## config.mk

```make
export PLATFORM = sky130hd
export DESIGN_NAME = pipeline_hazard_ctrl
export DESIGN_NICKNAME = d
export VERILOG_FILES = /design/src/rtl/pipeline_hazard_ctrl_pkg.sv /design/src/rtl/pipeline_hazard_ctrl_sat_counter.sv /design/src/rtl/pipeline_hazard_ctrl.sv
export SDC_FILE = /design/constraint.sdc
export NUM_CORES = 1
export LEC_CHECK = 0
export BUFFER_PORTS_ARGS = -buffer_cell sky130_fd_sc_hd__buf_2
export CAP_MARGIN = 20
export CORE_UTILIZATION = 45
export DETAILED_ROUTE_END_ITERATION = 10
export PLACE_DENSITY_LB_ADDON = 0.05
export RECOVER_POWER = 50
export SLEW_MARGIN = 5
export SYNTH_ARGS = -nofsm -noshare
export SYNTH_HDL_FRONTEND = slang
export SYNTH_SLANG_ARGS = --single-unit
```

## constraint.sdc

```tcl
create_clock -name clock -period 2 [get_ports clock]
set_input_delay 0.2 -clock clock [delete_from_list [all_inputs] [get_ports clock]]
set_output_delay 0.2 -clock clock [all_outputs]
set_load 0.01 [all_outputs]
```

## src/rtl/pipeline_hazard_ctrl_pkg.sv

```systemverilog
// Shared types and constants for the RV32 pipeline hazard controller.
// Holds the two-state sequencer enum, the bundled stage-control struct
// and the canonical NOP (addi x0,x0,0) loaded by flushed registers.
package pipeline_ctrl_pkg;

  localparam int          REG_ADDR_W = 5;
  localparam logic [31:0] NOP_INSTR  = 32'h0000_0013;

  typedef enum logic {
    RUN     = 1'b0,
    REFETCH = 1'b1
  } ctrl_state_t;

  typedef struct packed {
    logic pc_en;
    logic if_id_en;
    logic if_id_flush;
    logic id_ex_en;
    logic id_ex_flush;
    logic ex_mem_en;
    logic mem_wb_en;
  } pipe_ctl_t;

  // Free-running pipeline: everything loads, nothing flushed.
  localparam pipe_ctl_t CTL_ADVANCE = '{pc_en: 1'b1, if_id_en: 1'b1, if_id_flush: 1'b0,
                                        id_ex_en: 1'b1, id_ex_flush: 1'b0,
                                        ex_mem_en: 1'b1, mem_wb_en: 1'b1};
  // Full freeze: no register loads.
  localparam pipe_ctl_t CTL_FREEZE  = '0;

endpackage

```

## src/rtl/pipeline_hazard_ctrl_sat_counter.sv

```systemverilog
// Saturating up-counter with asynchronous active-low clear.
// Ports: clock, reset_n (async clear), inc_i (count enable), cnt_o (value).
// Holds at all-ones once reached; clears immediately when reset_n falls.
module sat_counter #(
  parameter int CNT_W = 16
) (
  input  logic             clock,
  input  logic             reset_n,
  input  logic             inc_i,
  output logic [CNT_W-1:0] cnt_o
);

  logic [CNT_W-1:0] cnt_q;
  logic [CNT_W-1:0] cnt_d;

  always_comb begin
    cnt_d = cnt_q;
    if (inc_i && (cnt_q != '1)) begin
      cnt_d = cnt_q + CNT_W'(1);
    end
  end

  always_ff @(posedge clock or negedge reset_n) begin
    if (!reset_n) begin
      cnt_q <= '0;
    end else begin
      cnt_q <= cnt_d;
    end
  end

  assign cnt_o = cnt_q;

endmodule

```

## src/rtl/pipeline_hazard_ctrl.sv

```systemverilog
// Central stall/flush sequencer for the 5-stage RV32 pipeline.
// Inputs: ID source regs/use flags, EX dest/load flag, EX branch outcome,
//   imem/dmem handshakes. Outputs: per-stage load enables and flushes,
//   refetch debug flag, saturating stall and redirect counters.
// Controls are combinational from state+inputs; only state/counters register.
module pipeline_hazard_ctrl #(
  parameter int REG_ADDR_W = pipeline_ctrl_pkg::REG_ADDR_W,
  parameter int CNT_W      = 16
) (
  input  logic                  clock,
  input  logic                  reset_n,
  input  logic [REG_ADDR_W-1:0] id_rs1,
  input  logic [REG_ADDR_W-1:0] id_rs2,
  input  logic                  id_use_rs1,
  input  logic                  id_use_rs2,
  input  logic [REG_ADDR_W-1:0] ex_rd,
  input  logic                  ex_mem_read,
  input  logic                  ex_branch_taken,
  input  logic                  imem_ready,
  input  logic                  dmem_req,
  input  logic                  dmem_ready,
  output logic                  pc_en,
  output logic                  if_id_en,
  output logic                  id_ex_en,
  output logic                  ex_mem_en,
  output logic                  mem_wb_en,
  output logic                  if_id_flush,
  output logic                  id_ex_flush,
  output logic                  refetch,
  output logic [CNT_W-1:0]      stall_cnt,
  output logic [CNT_W-1:0]      flush_cnt
);

  import pipeline_ctrl_pkg::*;

  ctrl_state_t state_q;
  ctrl_state_t state_d;
  pipe_ctl_t   ctl;
  logic        dbusy;
  logic        lu;
  logic        flush_inc;

  assign dbusy = dmem_req & ~dmem_ready;
  assign lu    = ex_mem_read & (ex_rd != '0) &
                 ((id_use_rs1 & (id_rs1 == ex_rd)) | (id_use_rs2 & (id_rs2 == ex_rd)));

  always_comb begin
    ctl       = CTL_ADVANCE;
    state_d   = state_q;
    flush_inc = 1'b0;
    if (!reset_n) begin
      ctl = CTL_FREEZE;
    end else if (dbusy) begin
      // Freeze everything; inputs are re-evaluated once dmem completes.
      ctl = CTL_FREEZE;
    end else if (ex_branch_taken) begin
      // PC loads the target; squash the two wrong-path instructions.
      ctl.if_id_flush = 1'b1;
      ctl.id_ex_flush = 1'b1;
      state_d         = REFETCH;
      flush_inc       = 1'b1;
    end else if (state_q == RUN) begin
      if (lu) begin
        ctl.pc_en       = 1'b0;
        ctl.if_id_en    = 1'b0;
        ctl.id_ex_flush = 1'b1;
      end else if (!imem_ready) begin
        ctl.pc_en       = 1'b0;
        ctl.if_id_flush = 1'b1;
      end
    end else begin
      // REFETCH: ID only holds a squashed slot, so only fetch readiness matters.
      if (imem_ready) begin
        state_d = RUN;
      end else begin
        ctl.pc_en       = 1'b0;
        ctl.if_id_flush = 1'b1;
      end
    end
  end

  always_ff @(posedge clock or negedge reset_n) begin
    if (!reset_n) begin
      state_q <= RUN;
    end else begin
      state_q <= state_d;
    end
  end

  sat_counter #(.CNT_W(CNT_W)) u_stall_cnt (
    .clock  (clock),
    .reset_n(reset_n),
    .inc_i  (~ctl.pc_en),
    .cnt_o  (stall_cnt)
  );

  sat_counter #(.CNT_W(CNT_W)) u_flush_cnt (
    .clock  (clock),
    .reset_n(reset_n),
    .inc_i  (flush_inc),
    .cnt_o  (flush_cnt)
  );

  assign pc_en       = ctl.pc_en;
  assign if_id_en    = ctl.if_id_en;
  assign if_id_flush = ctl.if_id_flush;
  assign id_ex_en    = ctl.id_ex_en;
  assign id_ex_flush = ctl.id_ex_flush;
  assign ex_mem_en   = ctl.ex_mem_en;
  assign mem_wb_en   = ctl.mem_wb_en;
  assign refetch     = (state_q == REFETCH);

endmodule
```

* Word-level counts from Yosys, hierarchy flattened
Index checks and enable logic that the tools add are counted.
** Cells by class
- Div/mod/pow operators :: 0
- Equality and inequality tests :: 4
- $lt $le $gt $ge :: 0
- Bitwise gates (word level) :: 9
- Reductions and logical operators :: 4
- Add/subtract/negate cells :: 2
- Multiply operators :: 0
- Shift operators :: 0
- Muxes and demuxes :: 23
** Operators by type and width (number)
- 16-bit by 1-bit adder with 16-bit output (second input constant) :: 2
- 16-bit != test (second input constant) :: 2
- 1-bit two-way mux :: 19
- 5-bit equality test :: 2
- 7-bit two-way mux :: 1
- 1-bit bitwise AND :: 5
- 5-bit nonzero test :: 1
- 2-bit two-way mux :: 2
- 3-bit two-way mux :: 1
- 1-bit inverter :: 3
- 1-bit logical AND :: 2
- 2-bit AND reduction :: 1
- 1-bit OR :: 1
** Storage, ports and cells
- Register bits after elaboration :: 33
- Output and inout bits :: 40
- Memory bits (writable) :: 0
- Word-level logic and storage cells :: 45
- Bits in latches :: 0
- Bits in read-only memories :: 0
- Memories :: 0

* Depth between registers and ports, before layout
Gate-level depths: netlist (run 1).
- Depth after elaboration :: 11
- Gate-level depth with buffers :: 7
- Gate-level depth less buffers :: 6

* By module
Synthesis (run 1) repeated with hierarchy kept, for this count alone.
** Second synthesis, totals
- Cell total of the unflattened synthesis :: 181
- Area total of the unflattened synthesis :: 1989.4 µm²
** By module, submodules not included
- sat_counter :: cells each 72, area each 859.6 µm², seq. area each 400.4 µm², times used 2
- pipeline_hazard_ctrl :: cells each 37, area each 270.3 µm², seq. area each 25.0 µm², times used 1

* Worst setup path after synthesis (run 1)
OpenSTA, ideal clock, no wires.
- Path type :: flip-flop to flip-flop
- Start point :: reg u_flush_cnt.cnt_q[0], in the netlist u_flush_cnt.cnt_o[0]
- End point :: reg u_flush_cnt.cnt_q[15], in the netlist u_flush_cnt.cnt_o[15]
- Arrival :: 1.895 ns
- Slack :: 0.025 ns
- Cell stages (with the launch flop) :: 8
- Data required time :: 1.921 ns
- Path through :: dfrtp_1 ha_1 and2_1 and4b_1 buf_6 a311o_4 nor3_2 xor2_1
** Between the ends
- Longest elaborated chain between the ends :: 2
- Elaborated cells between the ends (all ways) :: 3
- Those cells by class :: add/sub: 1; eq/ne: 1; reduce/logical: 1
** Ends and longest elaborated chain
- from (decl) :: line pipeline_hazard_ctrl_sat_counter.sv:13 : logic [CNT_W-1:0] cnt_q;
- from (signal assigned) :: line pipeline_hazard_ctrl_sat_counter.sv:27 : cnt_q <= cnt_d;
- branches (longest 2 deep; another with 16-bit by 1-bit adder with 16-bit output)
Parallel ways; which one is timed is not known.
A chain may end at the register's enable or synchronous reset.

* Worst setup path in the final report (run 1)
- Start point :: in reset_n
- End point :: out pc_en
** Between the ends
- Longest elaborated chain between the ends :: 1
** Ends and longest elaborated chain
- from (decl) :: line pipeline_hazard_ctrl.sv:11 : input logic reset_n,
- 7-bit two-way mux :: line pipeline_hazard_ctrl.sv:51 : if (!reset_n) begin
- to (decl) :: line pipeline_hazard_ctrl.sv:22 : output logic pc_en,
Every way passes these cells.

==> flow_summary_export.csv, run 1 <==
group,metric,value,unit
logic_synthesis,sequential_element_share_of_the_synthesized_area,0.4424,
critical_path,path_common_cell,"buf_2",
placement,detailed_place_hpwl,3.430,mm
timing,slew_viol_final,0,
clock_network,worst_setup_hold_path_clk_slew,60,ps
critical_path,crit_required,1800,ps
floorplan,placement_row_count,23,
power,cellLeakagePower,1.151,nW
floorplan,io_pins,64,
run,maxCapViolations,0,
grt,grtUsageTotal,0.2240,
timing,relSlewSlack,0.5280,
floorplan,die_h,66.41,um
logic_synthesis,proportion_of_synthesized_flip_flops_having_asynchronous_set_or_reset,1.000,
floorplan,die_w,66.41,um
drt,via_count,1643,
power,swShare,0.3607,
logic_synthesis,synth-edff-count,0,
clock_network,clock_path_buffers,2,
timing,final_report_setup_violation_count,0,
power,max-vdd-ir-drop,0.0004920,V
grt,grt_pass1_wl,7.355,mm
floorplan,coreArea,4000,um2
cells_and_area,layout.cells.non_filler,310,
power,power.share.sequential,0.420,
logic_synthesis,ys.flop_type,"dfrtp_1",
logic_synthesis,netlist_area,1867,um2
floorplan,start_util,0.4667,
critical_path,startpoint_type,"primary input",
critical_path,cpPeakStageDelay,540,ps
timing,skew,7.187,ps
power,p_per_area,1061,nW/um2
timing,min_period_over_period,0.9774,
cells_and_area,antennaDiodeCount,0,
critical_path,worstReg2RegEnd,"u_flush_cnt.cnt_o[13]$_DFFE_PN0P_",
grt,antenna_violations_before_repair,0,
power,clock_power_share,0.249,
logic_synthesis,post_synth_num_cell_types,42,
critical_path,cp-end-kind,"output port",
clock_network,clk_latency,290,ps
critical_path,r2r.worst_path.cells,6,
logic_synthesis,ys_ff_latch,33,
critical_path,timing_worst_setup_path_type,"primary input to output port",
placement,io_buffers,63,
floorplan,fp.dieArea,4410,um2
critical_path,cp_cell_sequence,"dlygate4sd3_1, buf_2, buf_4, o211a_1, o221a_4, or2_2, buf_2",
critical_path,critical_path_arrival,1750,ps
logic_synthesis,synth_fp_nets,203,
cells_and_area,final_layout_size_suffix_gt1_frac,0.3077,
logic_synthesis,ys.warnings.count,0,
timing,tightest_slew,708.0,ps
drt,detail_route.wirelength,4.660,mm
timing,fmaxAchievable,511.6,MHz
drt,drt_first_pass_iters,4,
worst_hold_path,min-delay-start,"dmem_ready",
grt,grt_overflow_total,0,
logic_synthesis,netlist_instances,177,
critical_path,worst_path_max_delay_cell,"dlygate4sd3_1",
worst_hold_path,whs_endpoint,"refetch$_DFFE_PN0P_",
worst_hold_path,worst_hold_path_type,"primary input to flip-flop",
clock_network,tritoncts,"yes",
clock_network,clock_sinks,33,
clock_network,clock_tree.htree_level_count,2,
power,cell_internal_power,0.001691,W
critical_path,r2r_slack,110,ps
power,combinationalPowerShare,0.331,
critical_path,critPathMaxFanout,6,
drt,route.detailed.drc,0,
placement,gpl.final_weighted_congestion,0.8104,
cells_and_area,finalNetCount,285,
drt,dr.first_iter.drc_count,149,
clock_network,cts.root.buffer_cell,"clkbuf_8",
timing,layout_min_cycle_time,1955,ps
cells_and_area,number_of_fill_cells,370,
timing,final-hold-violation-count,0,
logic_synthesis,post_synth.cell_area_avg,10.55,um2
timing,timing.setup.tns,0,ps
cells_and_area,area_growth_syn_to_layout,33.51,%
grt,grt_max_degree,29,
placement,dpl.cell_count,298,
status,outcome,"completed",
worst_hold_path,hold_path_depth,3,
power,netSwitchingPower,0.0009538,W
critical_path,reg2reg_from,"u_flush_cnt.cnt_o[1]$_DFFE_PN0P_",
clock_network,cts_buffers,5,
grt,grt_pass1_vias,1591,
drt,post_drt_wl_per_cell,15.03,um
drt,drtAntennaViolNets,0,
drt,route.detailed.vias_per_inst,5.300,
worst max-delay path, delay by kind of cell:
family                 cells  cell delay, ps
buffers and inverters      4             970
AOI/OAI and AO/OA          2             310
and+or+nand+nor            1             270
kinds of logic (layout without fill, tap and decap cells):
kind of cell	after synthesis	count (layout)	share of synthesized area
muxes	2	2	0.01206
AOI/OAI and AO/OA	17	17	0.07306
DFF	33	33	0.4424
adders and majority gates	2	2	0.01340
xor gates and xnor gates	39	39	0.1830
buffers and inverters	7	90	0.02278
and+or+nand+nor	77	77	0.2534
metrics by stage:
step                worst slack (ps)  hold WS, ps  utilization  area, um2  total power, W
CTS                            13.69        302.4       0.6156       2462        0.002665
floorplan                      25.28       -95.59            -       1867        0.001560
detailed placement             59.95        161.1       0.5768       2307        0.001995
global route                  -3.407        375.7       0.6231       2492        0.002828
finish                         45.27        333.4       0.6231       2492        0.002645
global placement               125.7        163.0       0.5768       2307        0.001951
timing repair:
action | 4_1_cts | 5_1_grt
endpoints found under the setup margin | 1 | 13
pin swaps | 2 | 3
hold buffers | 2 | 0
hold endpoints to repair | 33 | 0
buffers inserted | 1 | 1
cloned | 0 | 0
resized for setup | 2 | 9
layout make-up:
type	instances	area (um2)	area share
inverters	2	7.507	0.003012
clock buffers	7	86.33	0.03464
flip-flops and latches	33	825.8	0.3313
multi-input cells	137	1061	0.4257
repair buffers	80	419.2	0.1682
well taps	50	62.56	0.02510
clock inverters	1	30.03	0.01205
synth_stat cells, types with 2 or more instances:
cell / n / area [um2]
dfrtp_1: 33 / 825.8
xor2_1: 23 / 201.4
xnor2_1: 16 / 140.1
nand2_1: 13 / 48.80
nand4_1: 10 / 62.56
nor3_1: 10 / 50.05
nand3_1: 9 / 45.04
and2_1: 5 / 31.28
nor2_1: 5 / 18.77
a21oi_1: 4 / 20.02
and3_1: 4 / 25.02
nor3_2: 4 / 40.04
and4_1: 3 / 26.28
nor4_1: 3 / 18.77
o21a_1: 3 / 22.52
buf_4: 2 / 15.01
ha_1: 2 / 25.02
inv_1: 2 / 7.510
mux2_2: 2 / 22.52
nor4b_1: 2 / 17.52
registers in the layout, indices dropped and copies added (netlist names):
name and count:
refetch 1, u_flush_cnt.cnt_o 16, u_stall_cnt.cnt_o 16
per-layer routing:
layer	track usage	share of wire
met1	0.2719	0.42
met2	0.3750	0.52
met5	0	0
met3	0.04483	0.033
met4	0.1090	0.020
cell usage in the layout, fill, tap and decap left out, types with 2 or more instances in the layout:
master and instances:
buf_2 39, dfrtp_1 33, clkbuf_1 25, xor2_1 23, xnor2_1 16, nand2_1 13
buf_4 13, nand4_1 10, nor3_1 10, nand3_1 9, clkbuf_8 6, nor2_1 5
and2_1 5, a21oi_1 4, and3_1 4, o21a_1 3, and4_1 3, nor3_2 3
inv_1 2, nor4b_1 2, mux2_2 2, nor4_1 2, ha_1 2, dlygate4sd3_1 2
worst max-delay path by stage:
stage / cells past startpoint / startpoint / slack, ps / end
2_1_floorplan: 7 / u_flush_cnt.cnt_o[0]$_DFFE_PN0P_ / 30 / u_flush_cnt.cnt_o[15]$_DFFE_PN0P_
4_1_cts: 7 / reset_n / 10 / pc_en
5_1_grt: 7 / reset_n / -3 / pc_en
3_5_place_dp: 6 / u_flush_cnt.cnt_o[1]$_DFFE_PN0P_ / 60 / u_flush_cnt.cnt_o[15]$_DFFE_PN0P_
6_report: 7 / reset_n / 50 / pc_en
3_3_place_gp: 6 / u_flush_cnt.cnt_o[1]$_DFFE_PN0P_ / 130 / u_flush_cnt.cnt_o[11]$_DFFE_PN0P_
power groups by stage:
stage | logic, W | clock network, W | registers [W]
after global routing | 0.000985 | 0.000697 | 0.00115
after floorplan | 0.000358 | 0 | 0.00120
final | 0.000876 | 0.000658 | 0.00111
after global placement | 0.000847 | 0 | 0.00110
after CTS | 0.000885 | 0.000669 | 0.00111
after detailed placement | 0.000872 | 0 | 0.00112
(Power assumes the default switching activity.)
==> inputs of run 2 (changes only) <==
--- a/config.mk
+++ b/config.mk
@@ -7,11 +7,12 @@
 export LEC_CHECK = 0
 export BUFFER_PORTS_ARGS = -buffer_cell sky130_fd_sc_hd__buf_2
 export CAP_MARGIN = 20
-export CORE_UTILIZATION = 45
+export CORE_UTILIZATION = 46
 export DETAILED_ROUTE_END_ITERATION = 10
 export PLACE_DENSITY_LB_ADDON = 0.05
 export RECOVER_POWER = 50
 export SLEW_MARGIN = 5
 export SYNTH_ARGS = -nofsm -noshare
 export SYNTH_HDL_FRONTEND = slang
+export SYNTH_HIERARCHICAL = 1
 export SYNTH_SLANG_ARGS = --single-unit
==> run 2 against run 1 <==
  * Synthesized cell count rose by 2.3%
  * Count of clock-buffer cells in the layout did not move
  * Synthesized area grew 6.6%
  * Combinational power fell by 34%
  * Critical path depth is the same
  * Die area is 4.1% higher
  * Worst setup slack gained 150 ps
  * Register-to-register slack better by 80 ps
  * Power is 16% lower
  * First-iteration DRC count is 67% lower
  * Wire length grew 1.5%
==> flow_summary_export.csv, run 2 <==
group,metric,value,unit
drt,post_drt_wl_per_cell,15.36,um
cells_and_area,layout.cells.non_filler,308,
clock_network,worst_setup_hold_path_clk_slew,70,ps
logic_synthesis,ys.warnings.count,6,
run,maxCapViolations,0,
critical_path,startpoint,"refetch$_DFFE_PN0P_",
logic_synthesis,largest_cells_by_area_after_synthesis,"dfrtp_1, xnor2_1, nand4_1, nor4_4, o21a_1",
logic_synthesis,synth.cells.most_frequent,"dfrtp_1, xnor2_1, nand4_1",
grt,grt_pass1_vias,1529,
critical_path,worstReg2RegEnd,"u_stall_cnt/cnt_o[14]$_DFFE_PN0P_",
drt,via_count,1766,
timing,relSlewSlack,0.4403,
timing,timing.setup.tns,0,ps
power,max-vdd-ir-drop,0.0004574,V
critical_path,worst_path_max_delay_cell,"dfrtp_1",
worst_hold_path,whs_endpoint,"refetch$_DFFE_PN0P_",
drt,drtAntennaViolNets,0,
cells_and_area,number_of_fill_cells,385,
cells_and_area,antennaDiodeCount,0,
grt,grt_pass1_wl,7.334,mm
timing,slew_viol_final,0,
placement,gpl.final_weighted_congestion,0.7256,
logic_synthesis,synth-edff-count,0,
cells_and_area,top_library_cells_by_usage_in_the_layout_fill_and_taps_aside,"buf_2, dfrtp_1, xnor2_1, clkbuf_1, nand4_1",
logic_synthesis,netlist_instances,181,
placement,placedInstanceArea,2405,um2
timing,timing.hold.ws,201.8,ps
logic_synthesis,post_synth_num_cell_types,37,
timing,layout_min_cycle_time,1809,ps
clock_network,clock_sinks,33,
grt,grt_overflow_total,0,
timing,min_period_over_period,0.9043,
timing,final-hold-violation-count,0,
cells_and_area,area_growth_syn_to_layout,25.79,%
drt,route.detailed.vias_per_inst,5.734,
cells_and_area,layout.cells.most_common,"buf_2",
worst_hold_path,hold_path_depth,3,
critical_path,critPathBufInv,0,
power,p_per_area,890.9,nW/um2
critical_path,cp-end-kind,"flip-flop",
logic_synthesis,netlist_area,1989,um2
grt,grt_max_degree,34,
timing,skew,6.121,ps
logic_synthesis,most_common_cell_in_the_synthesized_netlist,"dfrtp_1",
placement,io_buffers,63,
floorplan,io_pins,64,
drt,route.detailed.drc,0,
timing,grt_setup_unrepaired,"no",
critical_path,startpoint_type,"flip-flop",
clock_network,tritoncts,"yes",
critical_path,r2r_slack,190,ps
clock_network,cts.root.buffer_cell,"clkbuf_8",
drt,detail_route.wirelength,4.731,mm
floorplan,die_h,67.77,um
clock_network,clock_tree.htree_level_count,2,
worst_hold_path,worst_hold_path_type,"primary input to flip-flop",
cells_and_area,final_layout_size_suffix_gt1_frac,0.3101,
logic_synthesis,ys.flop_type,"dfrtp_1",
timing,tightest_slew,839.5,ps
grt,grtUsageTotal,0.2207,
critical_path,cp_cell_sequence,"nand2b_1, a21oi_2, a31o_1, nand2_1, nor4_4, nand4_1, xnor2_1",
grt,antenna_violations_before_repair,0,
clock_network,clk_latency,300,ps
worst_hold_path,min-delay-start,"imem_ready",
critical_path,r2r.worst_path.cells,7,
logic_synthesis,ys_ff_latch,33,
placement,dpl.cell_count,299,
timing,final_report_setup_violation_count,0,
critical_path,cpPeakStageDelay,390,ps
floorplan,placement_row_count,23,
timing,fmaxAchievable,552.9,MHz
critical_path,crit_required,2180,ps
critical_path,reg2reg_from,"refetch$_DFFE_PN0P_",
logic_synthesis,synth_largest_area_cell,"dfrtp_1",
critical_path,critPathMaxFanout,4,
logic_synthesis,proportion_of_synthesized_flip_flops_having_asynchronous_set_or_reset,1.000,
logic_synthesis,sequential_element_share_of_the_synthesized_area,0.4151,
clock_network,clock_path_buffers,2,
critical_path,critical_path_arrival,1990,ps
clock_network,cts_buffers,5,
drt,drt_first_pass_iters,4,
logic_synthesis,synth_fp_nets,207,
critical_path,timing_worst_setup_path_type,"flip-flop to flip-flop",
placement,detailed_place_hpwl,3.323,mm
cells_and_area,finalNetCount,283,
critical_path,timing.critical_path.max_delay_family,"simple AND/OR/NAND/NOR gates",
floorplan,start_util,0.4868,
logic_synthesis,synth_top_cell_area_share,0.4151,
floorplan,fp.dieArea,4592,um2
floorplan,coreArea,4086,um2
status,outcome,"completed",
cells_and_area,fin_area,2502,um2
logic_synthesis,post_synth.cell_area_avg,10.99,um2
floorplan,die_w,67.77,um
drt,dr.first_iter.drc_count,49,
power,cellLeakagePower,1.135,nW
run 2: cell count changes after synthesis, sizes merged, moves of 5 or more:
cell,change
o21a,+7
and2,-5
nand4,+11
xor2,-19
nor3,-11
a31oi,+5
run 2: power by group:
group,internal (W),switching [W]
Clock,0.000406,0.000259
Sequential,0.000787,0.000203
Combinational,0.000254,0.000320
run 2: metal layers:
| metal | wire length (um) | global-route usage | share of wire |
|---|---|---|---|
| met1 | 2300 | 0.3056 | 0.49 |
| met4 | 88 | 0.1117 | 0.019 |
| met5 | 0 | 0 | 0 |
| met3 | 353 | 0.04392 | 0.075 |
| met2 | 1989 | 0.3230 | 0.42 |
run 2: timing repair:
item                       CTS  global route
hold endpoints to repair    33             0
gates resized for setup      0             1
hold buffers                 1             0
setup buffers                0             0
setup endpoints to repair    0             2
run 2: worst max-delay path by stage:
stage	end	cells past startpoint	slack, ps
detailed placement	u_stall_cnt/cnt_o[3]$_DFFE_PN0P_	10	130
CTS	u_stall_cnt/cnt_o[14]$_DFFE_PN0P_	7	130
floorplan	u_stall_cnt/cnt_o[5]$_DFFE_PN0P_	7	190
global route	u_stall_cnt/cnt_o[7]$_DFFE_PN0P_	9	60
global placement	u_stall_cnt/cnt_o[15]$_DFFE_PN0P_	9	170
finish	u_stall_cnt/cnt_o[14]$_DFFE_PN0P_	7	190
run 2: final cells by class:
cell class,count,area (um2),area share
well taps,50,62.56,0.02500
clock inverters,1,30.03,0.01200
multi-input cells,143,1137,0.4545
repair buffers,71,349.1,0.1395
inverters,3,11.26,0.004500
flip-flops and latches,33,825.8,0.3300
clock buffers,7,86.33,0.03450
run 2: logic make-up after synthesis:
logic type | synth area share
AOI/OAI and AO/OA | 0.1560
xor gates and xnor gates | 0.1057
adders and majority gates | 0.01258
buffers and inverters | 0.01320
DFF | 0.4151
muxes | 0.01132
and+or+nand+nor | 0.2862
run 2: worst reg2reg max path, stage by stage (launching register included):
cell	delay (ps)
dfrtp_1	390
nand2b_1	160
a21oi_2	170
a31o_1	240
nand2_1	180
nor4_4	250
nand4_1	160
xnor2_1	140
run 2: metrics by stage:
stage                     worst slack, ps    util  power, W
after detailed placement            130.4  0.5885  0.001588
after CTS                           129.4  0.6194  0.002259
after floorplan                     186.4       -  0.001307
after global routing                59.14  0.6124  0.002359
after global placement              165.5  0.5885  0.001569
final                               191.4  0.6124  0.002229
